`src/rtl/selfcomp_pkg.sv`:
```
// rtl/selfcomp_pkg.sv - shared types and helpers for the self-composition leak monitor
package selfcomp_pkg;

  typedef enum logic [1:0] {
    IDLE,
    WAIT_FIRST,
    WAIT_ALL,
    REPORT
  } state_t;

  localparam int DEFAULT_CNT_W   = 16;
  localparam int DEFAULT_TIMEOUT = 1024;

  // Increment that sticks at the all-ones value of a width-bit counter (width <= 32).
  function automatic logic [31:0] sat_inc(input logic [31:0] value, input int width);
    logic [31:0] limit;
    limit = (width >= 32) ? 32'hFFFF_FFFF : ((32'd1 << width) - 32'd1);
    return (value >= limit) ? value : value + 32'd1;
  endfunction

endpackage

```
`src/rtl/selfcomp_copy_tracker.sv`:
```
// rtl/selfcomp_copy_tracker.sv - per-copy arrival flag, arrival cycle and latched result
module selfcomp_copy_tracker
  import selfcomp_pkg::*;
#(
  parameter int DATA_W = 128,
  parameter int CNT_W  = DEFAULT_CNT_W
) (
  input  logic              clock,
  input  logic              reset,
  input  logic              clear,
  input  logic              capture,
  input  logic              valid,
  input  logic [CNT_W-1:0]  cycle,
  input  logic [DATA_W-1:0] result,
  output logic              arrived,
  output logic [CNT_W-1:0]  arrival_cycle,
  output logic [DATA_W-1:0] latched_result
);

  logic              arrived_q;
  logic [CNT_W-1:0]  cycle_q;
  logic [DATA_W-1:0] result_q;
  logic              hit;

  // Only the first valid of a transaction is captured; repeats are ignored.
  assign hit = capture && valid && !arrived_q;

  always_ff @(posedge clock) begin
    if (!reset) begin
      arrived_q <= 1'b0;
      cycle_q   <= '0;
      result_q  <= '0;
    end else if (clear) begin
      arrived_q <= 1'b0;
    end else if (hit) begin
      arrived_q <= 1'b1;
      cycle_q   <= cycle;
      result_q  <= result;
    end
  end

  // Outputs include this cycle's arrival so the verdict can be formed on the completing edge.
  assign arrived        = arrived_q || hit;
  assign arrival_cycle  = hit ? cycle : cycle_q;
  assign latched_result = hit ? result : result_q;

endmodule

```
`src/rtl/selfcomp_leak_monitor.sv`:
```
// rtl/selfcomp_leak_monitor.sv - per-transaction skew/data verdicts across NUM_COPIES SE copies
module selfcomp_leak_monitor
  import selfcomp_pkg::*;
#(
  parameter int NUM_COPIES = 2,
  parameter int DATA_W     = 128,
  parameter int CNT_W      = DEFAULT_CNT_W,
  parameter int MAX_SKEW   = 0,
  parameter int TIMEOUT    = DEFAULT_TIMEOUT,
  parameter int CHECK_DATA = 1
) (
  input  logic                         clock,
  input  logic                         reset,
  input  logic                         start,
  output logic                         ready,
  input  logic [NUM_COPIES-1:0]        copy_valid,
  input  logic [NUM_COPIES*DATA_W-1:0] copy_result,
  input  logic                         clear_stats,
  output logic                         done,
  output logic                         leak_timing,
  output logic                         leak_data,
  output logic                         timeout,
  output logic [CNT_W-1:0]             first_latency,
  output logic [CNT_W-1:0]             skew,
  output logic [NUM_COPIES-1:0]        arrived,
  output logic [CNT_W-1:0]             txn_count,
  output logic [CNT_W-1:0]             leak_count,
  output logic                         leak_sticky
);

  localparam logic [CNT_W-1:0] CNT_MAX    = {CNT_W{1'b1}};
  localparam logic [CNT_W-1:0] TIMEOUT_C  = CNT_W'(TIMEOUT);
  localparam logic [CNT_W-1:0] MAX_SKEW_C = CNT_W'(MAX_SKEW);

  state_t                state;
  logic [CNT_W-1:0]      cycle_cnt;
  logic [CNT_W-1:0]      cnt_now;
  logic                  capture;
  logic                  clear_trk;
  logic [NUM_COPIES-1:0] arr_eff;
  logic [CNT_W-1:0]      arr_cycle  [NUM_COPIES];
  logic [DATA_W-1:0]     arr_result [NUM_COPIES];
  logic [CNT_W-1:0]      first_cyc;
  logic [CNT_W-1:0]      last_cyc;
  logic [CNT_W-1:0]      gap;
  logic [CNT_W-1:0]      skew_calc;
  logic [DATA_W-1:0]     ref_result;
  logic                  ref_seen;
  logic                  mismatch;
  logic                  all_in;
  logic                  any_in;
  logic                  tmo_hit;
  logic                  finish;

  // cnt_now is the cycle index of the current edge; the first edge after start is 1.
  assign cnt_now   = CNT_W'(sat_inc(32'(cycle_cnt), CNT_W));
  assign capture   = (state == WAIT_FIRST) || (state == WAIT_ALL);
  assign clear_trk = (state == IDLE) && start;

  for (genvar i = 0; i < NUM_COPIES; i++) begin : g_copy
    selfcomp_copy_tracker #(
      .DATA_W(DATA_W),
      .CNT_W (CNT_W)
    ) u_trk (
      .clock         (clock),
      .reset         (reset),
      .clear         (clear_trk),
      .capture       (capture),
      .valid         (copy_valid[i]),
      .cycle         (cnt_now),
      .result        (copy_result[i*DATA_W +: DATA_W]),
      .arrived       (arr_eff[i]),
      .arrival_cycle (arr_cycle[i]),
      .latched_result(arr_result[i])
    );
  end

  always_comb begin
    first_cyc  = CNT_MAX;
    last_cyc   = '0;
    ref_result = '0;
    ref_seen   = 1'b0;
    mismatch   = 1'b0;
    for (int i = 0; i < NUM_COPIES; i++) begin
      if (arr_eff[i]) begin
        if (arr_cycle[i] < first_cyc) first_cyc = arr_cycle[i];
        if (arr_cycle[i] > last_cyc)  last_cyc  = arr_cycle[i];
        if (!ref_seen) begin
          ref_result = arr_result[i];
          ref_seen   = 1'b1;
        end else if (arr_result[i] != ref_result) begin
          mismatch = 1'b1;
        end
      end
    end
  end

  assign all_in = &arr_eff;
  assign any_in = |arr_eff;
  assign gap    = cnt_now - first_cyc;

  // A stuck (saturated) cycle counter also ends WAIT_ALL so the monitor can never hang.
  always_comb begin
    tmo_hit = 1'b0;
    finish  = 1'b0;
    case (state)
      WAIT_FIRST: begin
        tmo_hit = !any_in && (cycle_cnt == CNT_MAX);
        finish  = all_in || tmo_hit;
      end
      WAIT_ALL: begin
        tmo_hit = !all_in && ((gap >= TIMEOUT_C) || (cycle_cnt == CNT_MAX));
        finish  = all_in || tmo_hit;
      end
      default: ;
    endcase
  end

  assign skew_calc = tmo_hit ? TIMEOUT_C : (last_cyc - first_cyc);

  always_ff @(posedge clock) begin
    if (!reset) begin
      state         <= IDLE;
      ready         <= 1'b1;
      done          <= 1'b0;
      leak_timing   <= 1'b0;
      leak_data     <= 1'b0;
      timeout       <= 1'b0;
      first_latency <= '0;
      skew          <= '0;
      arrived       <= '0;
      txn_count     <= '0;
      leak_count    <= '0;
      leak_sticky   <= 1'b0;
      cycle_cnt     <= '0;
    end else begin
      done <= 1'b0;
      case (state)
        IDLE: begin
          if (start) begin
            state     <= WAIT_FIRST;
            ready     <= 1'b0;
            cycle_cnt <= '0;
          end
        end
        WAIT_FIRST, WAIT_ALL: begin
          cycle_cnt <= cnt_now;
          if (finish) begin
            state         <= REPORT;
            done          <= 1'b1;
            timeout       <= tmo_hit;
            leak_timing   <= tmo_hit || (skew_calc > MAX_SKEW_C);
            leak_data     <= (CHECK_DATA != 0) && mismatch;
            first_latency <= first_cyc;
            skew          <= skew_calc;
            arrived       <= arr_eff;
          end else if (any_in) begin
            state <= WAIT_ALL;
          end
        end
        REPORT: begin
          state <= IDLE;
          ready <= 1'b1;
        end
        default: state <= IDLE;
      endcase

      // Statistics fold in the verdict on the done cycle; a coincident clear takes priority.
      if (clear_stats) begin
        txn_count   <= '0;
        leak_count  <= '0;
        leak_sticky <= 1'b0;
      end else if (state == REPORT) begin
        txn_count <= CNT_W'(sat_inc(32'(txn_count), CNT_W));
        if (leak_timing || leak_data) begin
          leak_count  <= CNT_W'(sat_inc(32'(leak_count), CNT_W));
          leak_sticky <= 1'b1;
        end
      end
    end
  end

endmodule

```
`config.mk`:
```
export PLATFORM = sky130hd
export DESIGN_NAME = selfcomp_leak_monitor
export DESIGN_NICKNAME = d
export VERILOG_FILES = /design/src/rtl/selfcomp_pkg.sv /design/src/rtl/selfcomp_copy_tracker.sv /design/src/rtl/selfcomp_leak_monitor.sv
export SDC_FILE = /design/constraint.sdc
export NUM_CORES = 1
export LEC_CHECK = 0
export ABC_CLOCK_PERIOD_IN_PS = 10700
export CAP_MARGIN = 20
export CORE_AREA = 2 2 220 222
export CTS_BUF_LIST = sky130_fd_sc_hd__clkbuf_8
export CTS_CLUSTER_DIAMETER = 30
export DETAILED_ROUTE_END_ITERATION = 12
export DIE_AREA = 0 0 222 224
export PLACE_DENSITY = 0.78
export SYNTH_ARGS = -nofsm -noshare
export SYNTH_HDL_FRONTEND = slang
export SYNTH_SLANG_ARGS = --single-unit
```
`constraint.sdc`:
```
create_clock -name clock -period 10.7 [get_ports clock]
set_input_delay 1.605 -clock clock [delete_from_list [all_inputs] [get_ports clock]]
set_output_delay 1.605 -clock clock [all_outputs]
set_load 0.05 [all_outputs]
```
==> flow_summary_export.csv <==
group,metric,value,unit
final_layout,area_growth,28.5,%
yosys,avgSynthCellArea,7.82,um^2
detailed_routing,routed-wl-met2,35.5,mm
global_routing,grt_usage,29.7,%
clock_tree,cts_root_buffer,"clkbuf_8",
yosys,synth-simple-area-share,20.6,%
final_layout,drive_gt1_share,7.90,%
yosys,synthTopCellsByArea,"dfxtp_1 36%, nand2_1 11%, mux2i_1 7.3%, a21oi_1 7.3%, a22oi_1 4.7%",
detailed_routing,finalWirelength,76.6,mm
timing,tns,0,ns
yosys,ys_warn_count,0,
clock_tree,cts_buffer_depth,3,
timing,fmax,105,MHz
detailed_routing,routed-via-count,21200,
power_and_ir_drop,leakagePower,0.00972,uW
timing,setup_slack,1.22,ns
run_status,outcome,"finished, final reports clean",
yosys,netlist.area_leader.share,36.2,%
yosys,synth_seq_cells,380,
setup_path,crit_type,"flip-flop to flip-flop",
floorplan,floorplan.initialDensity,44.4,%
setup_path,cp.arrival,10.03,ns
clock_tree,cts_resized,0,
place,dpl_worst_slack,0.835,ns
detailed_routing,ant_nets,0,
yosys,muxShareOfSynthArea,7.86,%
yosys,synth_top_family_by_area,"simple AND/OR/NAND/NOR gates",
yosys,synth_compound_area_share,20.2,%
detailed_routing,routed_via_density,5.77,
yosys,synthesis.area,21000,um^2
clock_tree,cts_buffers,92,
place,routabilityCongestion,0.944,
power_and_ir_drop,p_int,4050,uW
yosys,syn_nets,3017,
timing,maxSlewHeadroom,26.5,%
global_routing,grt_max_degree,138,
detailed_routing,met1_length,30.5,mm
clock_tree,cts_tree,"done",
timing,hold_viol,0,
timing,drv_slew,0,
yosys,synthArstFlopShare,0,%
place,post_dp_cell_area,24800,um^2
power_and_ir_drop,swShare,42.3,%
yosys,synth_edf_count,0,
global_routing,grt_pass1_wl,116,mm
yosys,synth_fa_ha_area_share,3.90,%
clock_tree,clkSlewWorstSetupHoldPaths,0.05,ns
clock_tree,postCtsSetupRepairBufs,0,
detailed_routing,highest_layer,"met5",
place,dp.final_hpwl,54.6,mm
detailed_routing,route.detailed.drc,0,
final_layout,fin_area,27000,um^2
yosys,ys_top_cells_by_count,"610 x nand2_1, 380 x dfxtp_1, 305 x a21oi_1",
global_routing,grt_antenna_before_repair,29,
clock_tree,clock_latency,0.69,ns
yosys,synth_flop_cell,"dfxtp_1",
setup_path,cp_top_family,"simple AND/OR/NAND/NOR gates",
yosys,synth_top_area_cell,"dfxtp_1",
yosys,synth_most_common_cell,"nand2_1",
global_routing,grt-ovfl-total,0,
yosys,synth.distinct_cells,82,
final_layout,finalNetCount,3304,
floorplan,die_w,222,um
floorplan,dieHeight,224,um
global_routing,grt_pass1_vias,20200,
setup_path,cp.buffers_inverters,1,
timing,worstMarginPinSlew,1.10,ns
power_and_ir_drop,power_switching,2970,uW
floorplan,ios,334,
setup_path,slowest_delay,0.67,ns
setup_path,cp_max_fo,26,
setup_path,crit_path_top_delay_cell,"or4_1",
floorplan,core_area,47300,um^2
final_layout,nFillCells,4181,
power_and_ir_drop,power_frac_clock,28.0,%
detailed_routing,drt_iter0_drc,2041,
power_and_ir_drop,vdd_ir_drop_max,0.000138,V
timing,rsz0062_at_grt,"false",
timing,fin_crit_sh,88.6,%
yosys,synth_cells,2690,
clock_tree,cts_max_level,3,
yosys,yosysSeqAreaShare,36.2,%
final_layout,postLayoutCoreUtil,57.1,%
clock_tree,postCtsHoldBufs,0,
timing,clock-skew-final,0.0406,ns
yosys,synth_xor_area_share,6.71,%
power_and_ir_drop,power_density,260,nW/um^2
timing,setup_violations,0,
place,port_buffers,333,
clock_tree,cts.sinks,380,
setup_path,crit_required,11.25,ns
power_and_ir_drop,combPwrFrac,46.4,%
detailed_routing,wire_per_inst,20.8,um
detailed_routing,dr.pass1.iters,5,
setup_path,startpoint_type,"flip-flop",
min_path,min_path_type,"flip-flop to flip-flop",
floorplan,num_rows,80,
floorplan,dieArea,49700,um^2
job,max_cap_violations,0,
timing,fin_crit,9.48,ns
setup_path,worst_setup_path_end_kind,"flip-flop",
power_and_ir_drop,seq_power_share,25.5,%
detailed_routing,routed-wl-met3,6.72,mm
[logic make-up (layout without fill, tap and decap cells)]
family,after synthesis,count (layout)
AOI/OAI and AO/OA,677,677
DFF,380,380
xor gates and xnor gates,161,161
muxes,163,163
buffers and inverters,240,600
and+or+nand+nor,1004,1004
other,0,14
adders and majority gates,65,65
[worst reg2reg max path: cells and delay by family (launching register included)]
family / cells / cell delay (ns)
compound gates: 10 / 2.81
xor+xnor: 2 / 0.26
simple gates: 15 / 3.99
fa+ha+maj: 4 / 1.42
flops: 1 / 0.56
buf+inv: 1 / 0.35
[metrics by stage]
stage	power, uW	hold slack [ns]	instances
floorplan	3960	0.432	2690
global placement	4950	0.439	3495
detailed placement	5000	0.446	3495
CTS	6980	0.452	3662
global route	7360	0.462	3673
finish	7010	0.452	3679
[per-layer routing]
metal	global-route usage [%]	vias up
met5	0	-
met4	14.5	30
li1	-	10000
met2	48.5	940
met1	35.4	10000
met3	9.18	208
[final timing paths]
| kind | from | endpoint | slack, ns | cells past startpoint |
|---|---|---|---|---|
| max reg2reg | cycle_cnt[0] | leak_timing | 1.22 | 32 |
| min reg2reg | g_copy[1].u_trk.result_q[90] | g_copy[1].u_trk.result_q[90] | 0.45 | 2 |
| max | cycle_cnt[0] | leak_timing | 1.22 | 32 |
| min | g_copy[1].u_trk.result_q[90] | g_copy[1].u_trk.result_q[90] | 0.45 | 2 |
[final cells by class]
cell class | instances | area [um^2] | share of cell area, %
diodes | 14 | 35.0 | 0.130
clock buffers | 110 | 1510 | 5.60
clock inverters | 57 | 612 | 2.26
inverters | 54 | 210 | 0.778
multi-input cells | 2070 | 12500 | 46.3
flip-flops and latches | 380 | 7610 | 28.2
well taps | 615 | 769 | 2.85
repair buffers | 379 | 3750 | 13.9
[flip-flops by register name (all words and copies together), names as in the netlist]
name                    flops
leak_sticky                 1
g_copy.u_trk.result_q     256
leak_data                   1
cycle_cnt                  16
ready                       1
txn_count                  16
leak_timing                 1
state                       2
arrived                     2
skew                       16
timeout                     1
g_copy.u_trk.cycle_q       32
g_copy.u_trk.arrived_q      2
first_latency              16
leak_count                 16
done                        1
[layout by cell type, fill, tap and decap left out, drive strengths merged, types with 64 or more instances in the layout]
cell type        n
nand2          610
dfxtp          380
clkdlybuf4s50  333
a21oi          305
nor2           172
mux2i          155
a22oi          131
clkbuf         110
o21ai           86
xor2            82
xnor2           79
inv             75
ha              64
[power by group through the flow]
stage	registers [uW]	logic (uW)	clock network, uW
finish	1790	3260	1970
global route	1810	3490	2060
CTS	1790	3210	1990
detailed placement	1810	3180	0
global placement	1800	3150	0
floorplan	1830	2130	0
Note: power is estimated with default switching activity, not from simulation.
